### config.mk
export PLATFORM = sky130hd
export DESIGN_NAME = mem_wb_stage
export DESIGN_NICKNAME = d
export VERILOG_FILES = /design/src/rtl/mem_wb_stage.sv
export SDC_FILE = /design/constraint.sdc
export NUM_CORES = 1
export LEC_CHECK = 0
export BUFFER_PORTS_ARGS = -buffer_cell sky130_fd_sc_hd__buf_4
export CAP_MARGIN = 0
export CELL_PAD_IN_SITES_DETAIL_PLACEMENT = 0
export CELL_PAD_IN_SITES_GLOBAL_PLACEMENT = 1
export CORE_MARGIN = 1.5
export CORE_UTILIZATION = 40
export DETAILED_ROUTE_END_ITERATION = 10
export PLACE_DENSITY_LB_ADDON = 0.12
export REMOVE_ABC_BUFFERS = 1
export SYNTH_ARGS = -nofsm -noshare
export SYNTH_HDL_FRONTEND = slang
export SYNTH_SLANG_ARGS = --single-unit
### constraint.sdc
create_clock -name clk -period 2.41 [get_ports clk]
set_input_delay 0.241 -clock clk [delete_from_list [all_inputs] [get_ports clk]]
set_output_delay 0.241 -clock clk [all_outputs]
set_load 0.03 [all_outputs]
### src/rtl/mem_wb_stage.sv
//------------------------------------------------------------------------------
// Module : mem_wb_stage
// Brief  : MEM/WB pipeline register and load write-back formatter for the
//          regfile write port. Optional HI/LO carry enabled by MEM_WB_HILO_EN.
// Rev    : 1.0  initial release
//------------------------------------------------------------------------------
`default_nettype none

module mem_wb_stage #(
  parameter int DATA_W  = 32,
  parameter int RADDR_W = 5
) (
  input  logic               clk,
  input  logic               rst,
  input  logic               flush,
  input  logic               stall_mem,
  input  logic               stall_wb,
  input  logic               mem_wreg,
  input  logic [RADDR_W-1:0] mem_wd,
  input  logic [DATA_W-1:0]  mem_wdata,
  input  logic               mem_load,
  input  logic [2:0]         mem_ltype,
  input  logic [1:0]         mem_addr_lo,
  input  logic [DATA_W-1:0]  ram_rdata,
`ifdef MEM_WB_HILO_EN
  input  logic               mem_whilo,
  input  logic [DATA_W-1:0]  mem_hi,
  input  logic [DATA_W-1:0]  mem_lo,
  output logic               wb_whilo,
  output logic [DATA_W-1:0]  wb_hi,
  output logic [DATA_W-1:0]  wb_lo,
`endif
  output logic               wb_we,
  output logic [RADDR_W-1:0] wb_waddr,
  output logic [DATA_W-1:0]  wb_wdata
);

  localparam logic [2:0] c_lb  = 3'd0;
  localparam logic [2:0] c_lbu = 3'd1;
  localparam logic [2:0] c_lh  = 3'd2;
  localparam logic [2:0] c_lhu = 3'd3;

  logic               r_wreg;
  logic [RADDR_W-1:0] r_wd;
  logic [DATA_W-1:0]  r_wdata;
  logic               r_load;
  logic [2:0]         r_ltype;
  logic [1:0]         r_addr_lo;
  logic [DATA_W-1:0]  r_hold;
  logic               r_hold_vld;

  logic               w_bubble;
  logic [DATA_W-1:0]  w_raw;
  logic [7:0]         w_byte;
  logic [15:0]        w_half;
  logic [DATA_W-1:0]  w_load_data;

  assign w_bubble = flush | (stall_mem & ~stall_wb);

  always_ff @(posedge clk or negedge rst) begin
    if (!rst) begin
      r_wreg     <= 1'b0;
      r_wd       <= '0;
      r_wdata    <= '0;
      r_load     <= 1'b0;
      r_ltype    <= '0;
      r_addr_lo  <= '0;
      r_hold     <= '0;
      r_hold_vld <= 1'b0;
    end else if (w_bubble) begin
      r_wreg     <= 1'b0;
      r_wd       <= '0;
      r_wdata    <= '0;
      r_load     <= 1'b0;
      r_ltype    <= '0;
      r_addr_lo  <= '0;
      r_hold_vld <= 1'b0;
    end else if (stall_wb) begin
      // The RAM output is only valid on the first WB cycle; freeze it there.
      if (r_load && !r_hold_vld) begin
        r_hold     <= ram_rdata;
        r_hold_vld <= 1'b1;
      end
    end else begin
      r_wreg     <= mem_wreg;
      r_wd       <= mem_wd;
      r_wdata    <= mem_wdata;
      r_load     <= mem_load;
      r_ltype    <= mem_ltype;
      r_addr_lo  <= mem_addr_lo;
      r_hold_vld <= 1'b0;
    end
  end

  always_comb begin
    w_raw  = r_hold_vld ? r_hold : ram_rdata;
    w_byte = 8'h00;
    case (r_addr_lo)
      2'd0:    w_byte = w_raw[31:24];
      2'd1:    w_byte = w_raw[23:16];
      2'd2:    w_byte = w_raw[15:8];
      default: w_byte = w_raw[7:0];
    endcase
    w_half      = r_addr_lo[1] ? w_raw[15:0] : w_raw[31:16];
    w_load_data = '0;
    case (r_ltype)
      c_lb:  w_load_data = {{(DATA_W-8){w_byte[7]}}, w_byte};
      c_lbu: w_load_data = {{(DATA_W-8){1'b0}}, w_byte};
      c_lh:  w_load_data = r_addr_lo[0] ? '0 : {{(DATA_W-16){w_half[15]}}, w_half};
      c_lhu: w_load_data = r_addr_lo[0] ? '0 : {{(DATA_W-16){1'b0}}, w_half};
      default: w_load_data = (r_addr_lo == 2'd0) ? w_raw : '0;
    endcase
  end

  assign wb_we    = r_wreg;
  assign wb_waddr = r_wd;
  assign wb_wdata = r_load ? w_load_data : r_wdata;

`ifdef MEM_WB_HILO_EN
  logic              r_whilo;
  logic [DATA_W-1:0] r_hi;
  logic [DATA_W-1:0] r_lo;

  always_ff @(posedge clk or negedge rst) begin
    if (!rst) begin
      r_whilo <= 1'b0;
      r_hi    <= '0;
      r_lo    <= '0;
    end else if (w_bubble) begin
      r_whilo <= 1'b0;
      r_hi    <= '0;
      r_lo    <= '0;
    end else if (!stall_wb) begin
      r_whilo <= mem_whilo;
      r_hi    <= mem_hi;
      r_lo    <= mem_lo;
    end
  end

  assign wb_whilo = r_whilo;
  assign wb_hi    = r_hi;
  assign wb_lo    = r_lo;
`endif

endmodule

`default_nettype wire

# Word-level counts from Yosys, hierarchy flattened
# Cells that the tools add are included.
[word_totals] out_inout_bits=38 regBits=77 input_bits=81 word_cells=47
[classes] bitwise_logic=4 eq_ne=7 reduce_logical=5 mux=23
[ops] op="2-to-1 mux 32 bit" count=6
[ops] op="case mux 32 bit (4 select lines)" count=1
[ops] op="2-to-1 mux 16 bit" count=2
[ops] op="case mux 8 bit (3 select lines)" count=1
[ops] op="2-to-1 mux 5 bit" count=2
[ops] op="2-to-1 mux 1 bit" count=7
[ops] op="equality test 3 x 2 -> 1 bit (second input constant)" count=2
[ops] op="2-to-1 mux 3 bit" count=2
[ops] op="2-to-1 mux 2 bit" count=2
[ops] op="equality test 3 x 1 -> 1 bit (second input constant)" count=1
[ops] op="logical NOT 3 bit" count=1
[ops] op="!= test 3 x 1 -> 1 bit (second input constant)" count=1
[ops] op="AND reduction 3 bit" count=1
[ops] op="equality test 2 x 1 -> 1 bit (second input constant)" count=1
[ops] op="equality test 2 bit (second input constant)" count=1
[ops] op="logical NOT 2 bit" count=1
[ops] op="!= test 2 x 1 -> 1 bit (second input constant)" count=1
[ops] op="inverter 1 bit" count=2
[ops] op="bitwise AND 1 bit" count=1
[ops] op="logical AND 1 bit" count=1
[ops] op="logical NOT 1 bit" count=1
[ops] op="bitwise OR 1 bit" count=1

# Depth between registers and ports, before layout
# Gate-level depths: netlist of run 1.
[depth] depth_word=5 mapped_depth=6 depth_no_buf=4

# Worst setup path after synthesis of run 1
# OpenSTA, ideal clock, no wires.
[synth_path] path_type="register to output" from="register r_addr_lo[1]" to="output port wb_wdata[22]" slack_ps=231 stages_incl_launch_ff=7 arrival_ps=1938 path_buffers=2 required_ps=2169 cell_sequence="dfrtp_1 > buf_2 > nor2_1 > o2bb2ai_2 > o221ai_2 > buf_4 > a31oi_1"
[synth_between] elab_chain_len=4 word_cells_on_any_way=9 classes_between="eq/ne (2); mux (6); reduce/logical (1)"
[synth_lines] element="from (decl)" line="48" rtl="logic [1:0] r_addr_lo;"
[synth_lines] element="from (signal assigned)" line="90" rtl="r_addr_lo <= mem_addr_lo;"
[synth_lines] element="equality test 2 bit, or another cell as far along" line="98" rtl="case (r_addr_lo)"
[synth_lines] element="case mux 8 bit (3 select lines), or another cell as far along" line="98"
[synth_lines] element="case mux 32 bit (4 select lines) (*)" line="106" rtl="case (r_ltype)"
[synth_lines] element="2-to-1 mux 32 bit (*)" line="117" rtl="assign wb_wdata = r_load ? w_load_data : r_wdata;"
[synth_lines] element="to (decl)" line="35" rtl="output logic [DATA_W-1:0] wb_wdata"
# Mark *: on every way between the ends. The rest lies on a longest branch, timed or not.

# Worst setup path after layout of run 1
[layout_path] from="register r_hold_vld" to="output port wb_wdata[7]"
[layout_between] elab_chain_len=5 word_cells_on_any_way=8 classes_between="mux (8)"
[layout_lines] element="from (decl)" line="50" rtl="logic r_hold_vld;"
[layout_lines] element="from (signal assigned)" line="69" rtl="r_hold_vld <= 1'b0;"
[layout_lines] element="from (signal assigned)" line="77" rtl="r_hold_vld <= 1'b0;"
[layout_lines] element="from (signal assigned)" line="82" rtl="r_hold_vld <= 1'b1;"
[layout_lines] element="2-to-1 mux 32 bit (*)" line="96" rtl="w_raw = r_hold_vld ? r_hold : ram_rdata;"
[layout_lines] element="2-to-1 mux 16 bit" line="104" rtl="w_half = r_addr_lo[1] ? w_raw[15:0] : w_raw[31:16];"
[layout_lines] element="2-to-1 mux 16 bit / 2-to-1 mux 32 bit (equally long branches)" line="110, 109"
[layout_lines] element="case mux 32 bit (4 select lines) (*)" line="106"
[layout_lines] element="2-to-1 mux 32 bit (*)" line="117"
# Marks and branches as above.

==> flow_metrics.env, run 1 <==
export IMPL_outcome="finished, violations left"
export IMPL_violations="negative setup slack"
export IMPL_setup_violations=1
export IMPL_fmax_mhz=411
export IMPL_gp_congestion=0.804
export IMPL_min_period_ns=2.43
export IMPL_fp_dieArea_mm2=0.0112
export IMPL_drive_gt1_share_pct=44.7
export IMPL_path_max_fanout=7
export IMPL_grt_overflow=0
export IMPL_worstSkewPairLatency_ns=0.36
export IMPL_syn_area_mm2=0.00421
export IMPL_hold_violations=0
export IMPL_power_total_uw=3510
export IMPL_start_kind="register"
export IMPL_drc=0
export IMPL_drt_wl_total_mm=12.4
export IMPL_ios=119
export IMPL_cellPowerDensity_mw_per_mm2=613
export IMPL_final_nets=615
export IMPL_finalNonFillerCells=675
export IMPL_io_buffer_count=118
export IMPL_tightest_slew_ns=0.516
export IMPL_layout_setup_ws_ns=-0.0226
export IMPL_drt_pass1_iter_count=6
export IMPL_grt_util_all_layers_pct=22.9
export IMPL_diodes=0
export IMPL_yosysWarnings=0
export IMPL_rsz0062_at_grt="true"
export IMPL_clk_pin_slew_ns=0.09
export IMPL_leakage_uw=0.00261
export IMPL_fin_worst_skew_ns=0.0122
export IMPL_critPathKind="register to primary output"
export IMPL_cp_end_kind="primary output"
export IMPL_root_buffer="clkbuf_8"
export IMPL_dpl_hpwl_mm=8.49
export IMPL_route_antenna_remaining_nets=0
export IMPL_die_height_um=106
export IMPL_cts_buffers=9
export IMPL_grt_max_degree=45
export IMPL_post_route_period_util_pct=101
export IMPL_core_area_mm2=0.0103
export IMPL_fp_dieW_um=106
export IMPL_hold_class="input port to register"
export IMPL_rows=37
export IMPL_htreeDepth=3
export IMPL_routedWlPerCell_um=18.3
export IMPL_ir_drop_v=0.000310
export IMPL_fin_tns_setup_ns=-0.0226
export IMPL_first_iter_violations=160
export IMPL_vias=3733
export IMPL_area_growth_pct=35.8
export IMPL_grt_pass1_wl_mm=19.8
export IMPL_syn_inst=411
export IMPL_grt_pass1_vias=3710
export IMPL_ys_ff_latch=77
export IMPL_antenna_found_initial=0
export IMPL_cts_tree="done"
export IMPL_viasPerCell=5.53
export IMPL_cp_arrival_ns=2.19
export IMPL_clock_path_buffers=2
export IMPL_final_max_slew_viol_count=0
export IMPL_dp_cells=647
export IMPL_cap_violations=0
export IMPL_initial_core_util_pct=41.0
export IMPL_max_slew_margin_pct=65.6
export IMPL_synth_seq_area_share_pct=45.8
export IMPL_yosysUniqueCellTypes=33
export IMPL_avgSynthCellArea_um2=10.2
export IMPL_cp_required_ns=2.17
export IMPL_cts_sinks=77
==> power breakdown <==
part           total, uW  internal [uW]  switching (uW)  leakage, uW
combinational        767            387             380      0.00148
clock               1190            688             506     0.000116
sequential          1540           1450            93.9      0.00101
==> worst max-delay path, cell delays in order (launching register included) <==
cell and delay (ns):
dfrtp_2 0.53, mux2_4 0.35, o2bb2ai_4 0.14, or3_1 0.33
a221o_1 0.34, buf_6 0.15
==> synthesized netlist by cell type <==
cell,n,area share (%)
a21boi_0,1,0.18
a21o_1,1,0.18
a21oi_1,24,2.9
a221o_1,1,0.24
a221oi_1,1,0.21
a22o_1,43,8.9
a22oi_1,7,1.2
a31o_2,7,1.5
a31oi_1,23,3.4
and2_1,8,1.2
buf_1,2,0.18
buf_2,10,1.2
buf_4,1,0.18
buf_6,1,0.27
clkbuf_1,24,2.1
dfrtp_1,77,46
inv_1,1,0.089
mux2_2,47,13
mux2_4,1,0.36
mux2i_1,17,4.0
nand2_1,17,1.5
nand2b_1,3,0.45
nand3_1,2,0.24
nor2_1,44,3.9
nor2b_1,10,1.5
nor3_1,2,0.24
o211ai_1,1,0.18
o21a_1,9,1.6
o21ai_0,22,2.6
o221ai_2,1,0.36
o2bb2ai_2,1,0.36
or3_1,1,0.15
or3b_2,1,0.21
==> cell type report <==
class	count	area, um2
Fill cell	942	4560
Sequential cell	77	1930
Clock buffer	10	128
Tap cell	136	170
Inverter	1	3.75
Timing Repair Buffer	150	1170
Clock inverter	6	111
Multi-Input combinational cell	295	2200
==> routing by layer <==
layer | share of wire [%] | vias up | track usage, %
met5 | 0 | - | 0
met1 | 47 | 1820 | 33.1
met2 | 45 | 123 | 33.9
met4 | 2.1 | 0 | 8.20
met3 | 5.6 | 19 | 4.51
li1 | - | 1771 | -
==> state kept, by name, summed over array words and instances (netlist names) <==
register / flops
r_hold: 32
r_wdata: 32
wb_waddr: 5
r_ltype: 3
r_addr_lo: 2
r_hold_vld: 1
r_load: 1
wb_we: 1
==> through the flow <==
step | instance area, um2 | util [%] | setup WS (ns) | hold slack, ns
2_1_floorplan | 4040 | - | -1.50 | -0.0546
3_3_place_gp | 5280 | 51.4 | 0.171 | 0.245
3_5_place_dp | 5280 | 51.4 | 0.190 | 0.248
4_1_cts | 5570 | 54.2 | -0.00221 | 0.0815
5_1_grt | 5720 | 55.6 | -0.0802 | 0.0784
6_report | 5720 | 55.6 | -0.0226 | 0.0937
==> kinds of logic after synthesis <==
| group | after synthesis | synth area share [%] |
|---|---|---|
| AOI/OAI and AO/OA | 142 | 23.8 |
| DFF | 77 | 45.8 |
| muxes | 65 | 17.0 |
| and+or+nand+nor | 88 | 9.39 |
| buffers and inverters | 39 | 4.04 |
==> layout by cell type (no fill, tap or decap), types with 7 or more instances in the layout <==
master | synthesis | routed
o21a_1 | 9 | 9
a31o_2 | 7 | 7
buf_4 | 1 | 144
mux2_2 | 47 | 46
mux2i_1 | 17 | 15
a31oi_1 | 23 | 23
nand2_1 | 17 | 17
o21ai_0 | 22 | 18
nor2_1 | 44 | 42
a22o_1 | 43 | 43
dfrtp_1 | 77 | 72
nor2b_1 | 10 | 8
a21oi_1 | 24 | 22
and2_1 | 8 | 8
clkbuf_8 | 0 | 9
==> path summary, 6_finish.rpt <==
path,startpoint,slack (ns),depth (start not counted),to
max,r_hold_vld$_DFFE_PN0P_,-0.02,5,wb_wdata[7]
min,mem_wdata[16],0.09,2,r_wdata[16]$_DFFE_PN0N_
max reg2reg,r_load$_DFFE_PN0N_,0.65,4,r_hold[30]$_DFFE_PN0P_
min reg2reg,r_wdata[7]$_DFFE_PN0N_,0.50,1,r_wdata[7]$_DFFE_PN0N_
max in group asynchronous,rst,1.42,3,r_wdata[13]$_DFFE_PN0N_
min in group asynchronous,rst,0.37,2,r_wdata[18]$_DFFE_PN0N_
==> timing repair <==
| action | in CTS | in global routing |
|---|---|---|
| buffers inserted | 1 | 10 |
| pin swaps | 1 | 2 |
| resized for setup | 7 | 24 |
| endpoints found under the setup margin | 32 | 32 |
| hold buffers | 1 | 0 |
| hold endpoints to repair | 36 | 0 |
No activity file was read; power rests on OpenSTA's default activity.
==> run 2, diff against run 1 <==
--- a/config.mk
+++ b/config.mk
@@ -14,6 +14,7 @@
 export DETAILED_ROUTE_END_ITERATION = 10
 export PLACE_DENSITY_LB_ADDON = 0.12
 export REMOVE_ABC_BUFFERS = 1
+export SETUP_SLACK_MARGIN = 0.2
 export SYNTH_ARGS = -nofsm -noshare
 export SYNTH_HDL_FRONTEND = slang
 export SYNTH_SLANG_ARGS = --single-unit
==> constraint.sdc (replaced) <==
create_clock -name clk -period 2.41 [get_ports clk]
set_input_delay 0.1205 -clock clk [delete_from_list [all_inputs] [get_ports clk]]
set_output_delay 0.1205 -clock clk [all_outputs]
set_load 0.03 [all_outputs]
==> flow_metrics.env, run 2 (synthesis results as in run 1) <==
export IMPL_outcome="complete, no violations"
export IMPL_cap_violations=0
export IMPL_mostFrequentLayoutCell="buf_4"
export IMPL_cp_arrival_ns=2.20
export IMPL_reg2reg_from="r_hold_vld$_DFFE_PN0P_"
export IMPL_grt_pass1_wl_mm=20.1
export IMPL_dpl_hpwl_mm=8.40
export IMPL_rows=37
export IMPL_dp_cells=649
export IMPL_vias=3843
export IMPL_io_buffer_count=118
export IMPL_crit_path_start="r_hold_vld$_DFFE_PN0P_"
export IMPL_post_route_period_util_pct=96.2
export IMPL_die_height_um=106
export IMPL_ir_drop_v=0.000308
export IMPL_first_iter_violations=210
export IMPL_hold_slack_ns=0.00579
export IMPL_routedWlPerCell_um=18.5
export IMPL_drive_gt1_share_pct=42.9
export IMPL_viasPerCell=5.40
export IMPL_path_max_fanout=4
export IMPL_highest_layer="met4"
export IMPL_max_slew_margin_pct=63.8
export IMPL_hold_violations=0
export IMPL_rsz0062_at_grt="true"
export IMPL_power_total_uw=3530
export IMPL_setup_violations=0
export IMPL_grt_max_degree=78
export IMPL_htreeDepth=3
export IMPL_fp_dieArea_mm2=0.0112
export IMPL_start_kind="register"
export IMPL_final_cell_mix="buf_4, dfrtp_1, a22o_1"
export IMPL_cts_sinks=77
export IMPL_worstSkewPairLatency_ns=0.35
export IMPL_grt_util_all_layers_pct=23.1
export IMPL_cp_slowest_cell="dfrtp_2"
export IMPL_drt_pass1_iter_count=4
export IMPL_drc=0
export IMPL_cts_tree="done"
export IMPL_clk_pin_slew_ns=0.09
export IMPL_final_nets=653
export IMPL_met1_length_mm=6.14
export IMPL_drt_wl_total_mm=13.2
export IMPL_area_growth_pct=49.3
export IMPL_utilization_pct=61.2
export IMPL_fp_dieW_um=106
export IMPL_root_buffer="clkbuf_8"
export IMPL_antenna_found_initial=0
export IMPL_initial_core_util_pct=41.0
export IMPL_min_period_ns=2.32
export IMPL_critPathKind="register to primary output"
export IMPL_gp_congestion=0.830
export IMPL_fin_worst_skew_ns=0.0134
export IMPL_grt_overflow=0
export IMPL_cp_required_ns=2.29
export IMPL_cts_buffers=9
export IMPL_ios=119
export IMPL_cellPowerDensity_mw_per_mm2=561
export IMPL_diodes=0
export IMPL_hold_class="input port to register"
export IMPL_crit_path_cell_trace="buf_6 -> mux2_4 -> o2bb2ai_4 -> or3_1 -> a221o_1 -> buf_6"
export IMPL_cp_end_kind="primary output"
export IMPL_slowest_delay_ns=0.44
export IMPL_wl_met3_um=672
export IMPL_route_antenna_remaining_nets=0
export IMPL_clock_path_buffers=2
export IMPL_tightest_slew_ns=0.544
export IMPL_core_area_mm2=0.0103
export IMPL_dr_wl_met2_mm=6.18
export IMPL_fmax_mhz=431
export IMPL_final_max_slew_viol_count=0
export IMPL_finalNonFillerCells=712
export IMPL_min_from="mem_load"
export IMPL_grt_pass1_vias=3876
export IMPL_leakage_uw=0.00280
export IMPL_cp_common_cell="buf_6"
-- run 2: cell type report --
cell class              instances  area (um2)
fillers                       914        3990
multi-input cells             295        2350
flip-flops and latches         77        1930
repair buffers                188        1620
well taps                     136         170
clock buffers                  11         141
clock inverters                 4        72.6
inverters                       1        3.75
-- run 2: worst max-delay path: cells and delay by family (launching register included) --
family	cells	cell delay, ns
flip-flops	1	0.44
multiplexers	1	0.31
AND/OR/NAND/NOR	1	0.34
AO/OA/AOI/OAI	2	0.46
buffers and inverters	2	0.29
-- run 2: metrics by stage --
| step | setup TNS [ns] | area (um2) | setup WS, ns |
|---|---|---|---|
| 2_1_floorplan | -70.60 | 4040 | -1.38 |
| 3_3_place_gp | 0 | 5290 | 0.296 |
| 3_5_place_dp | 0 | 5290 | 0.280 |
| 4_1_cts | 0 | 5960 | 0.104 |
| 5_1_grt | 0 | 6290 | 0.0387 |
| 6_report | 0 | 6290 | 0.0917 |
-- run 2: metal layers --
layer | track usage [%] | vias up
li1 | - | 1831
met5 | 0 | -
met1 | 32.3 | 1887
met4 | 6.08 | 0
met2 | 37.4 | 115
met3 | 3.71 | 10
-- run 2: timing repair --
| item | 4_1_cts | 5_1_grt |
|---|---|---|
| buffers inserted | 1 | 4 |
| gates resized for setup | 13 | 61 |
| endpoints found under the setup margin | 32 | 32 |
| gates cloned | 0 | 1 |
| hold buffers | 40 | 2 |
| pin swaps | 2 | 10 |
| endpoints found under the hold margin | 116 | 2 |
-- run 2: worst paths after layout --
path | end | slack, ns | depth (start not counted)
max in group asynchronous | r_hold_vld$_DFFE_PN0P_ | 1.73 | 3
max | wb_wdata[7] | 0.09 | 6
max reg2reg | r_hold[22]$_DFFE_PN0P_ | 0.73 | 5
min reg2reg | r_wdata[3]$_DFFE_PN0N_ | 0.51 | 1
min in group asynchronous | r_wdata[22]$_DFFE_PN0N_ | 0.33 | 3
min | r_load$_DFFE_PN0N_ | 0.006 | 3
-- run 2: power breakdown --
part	switching (uW)	total (uW)	leakage, uW	internal [uW]
Combinational	430	893	0.00168	462
Clock	489	1090	0.000105	606
Sequential	89.0	1540	0.00101	1450
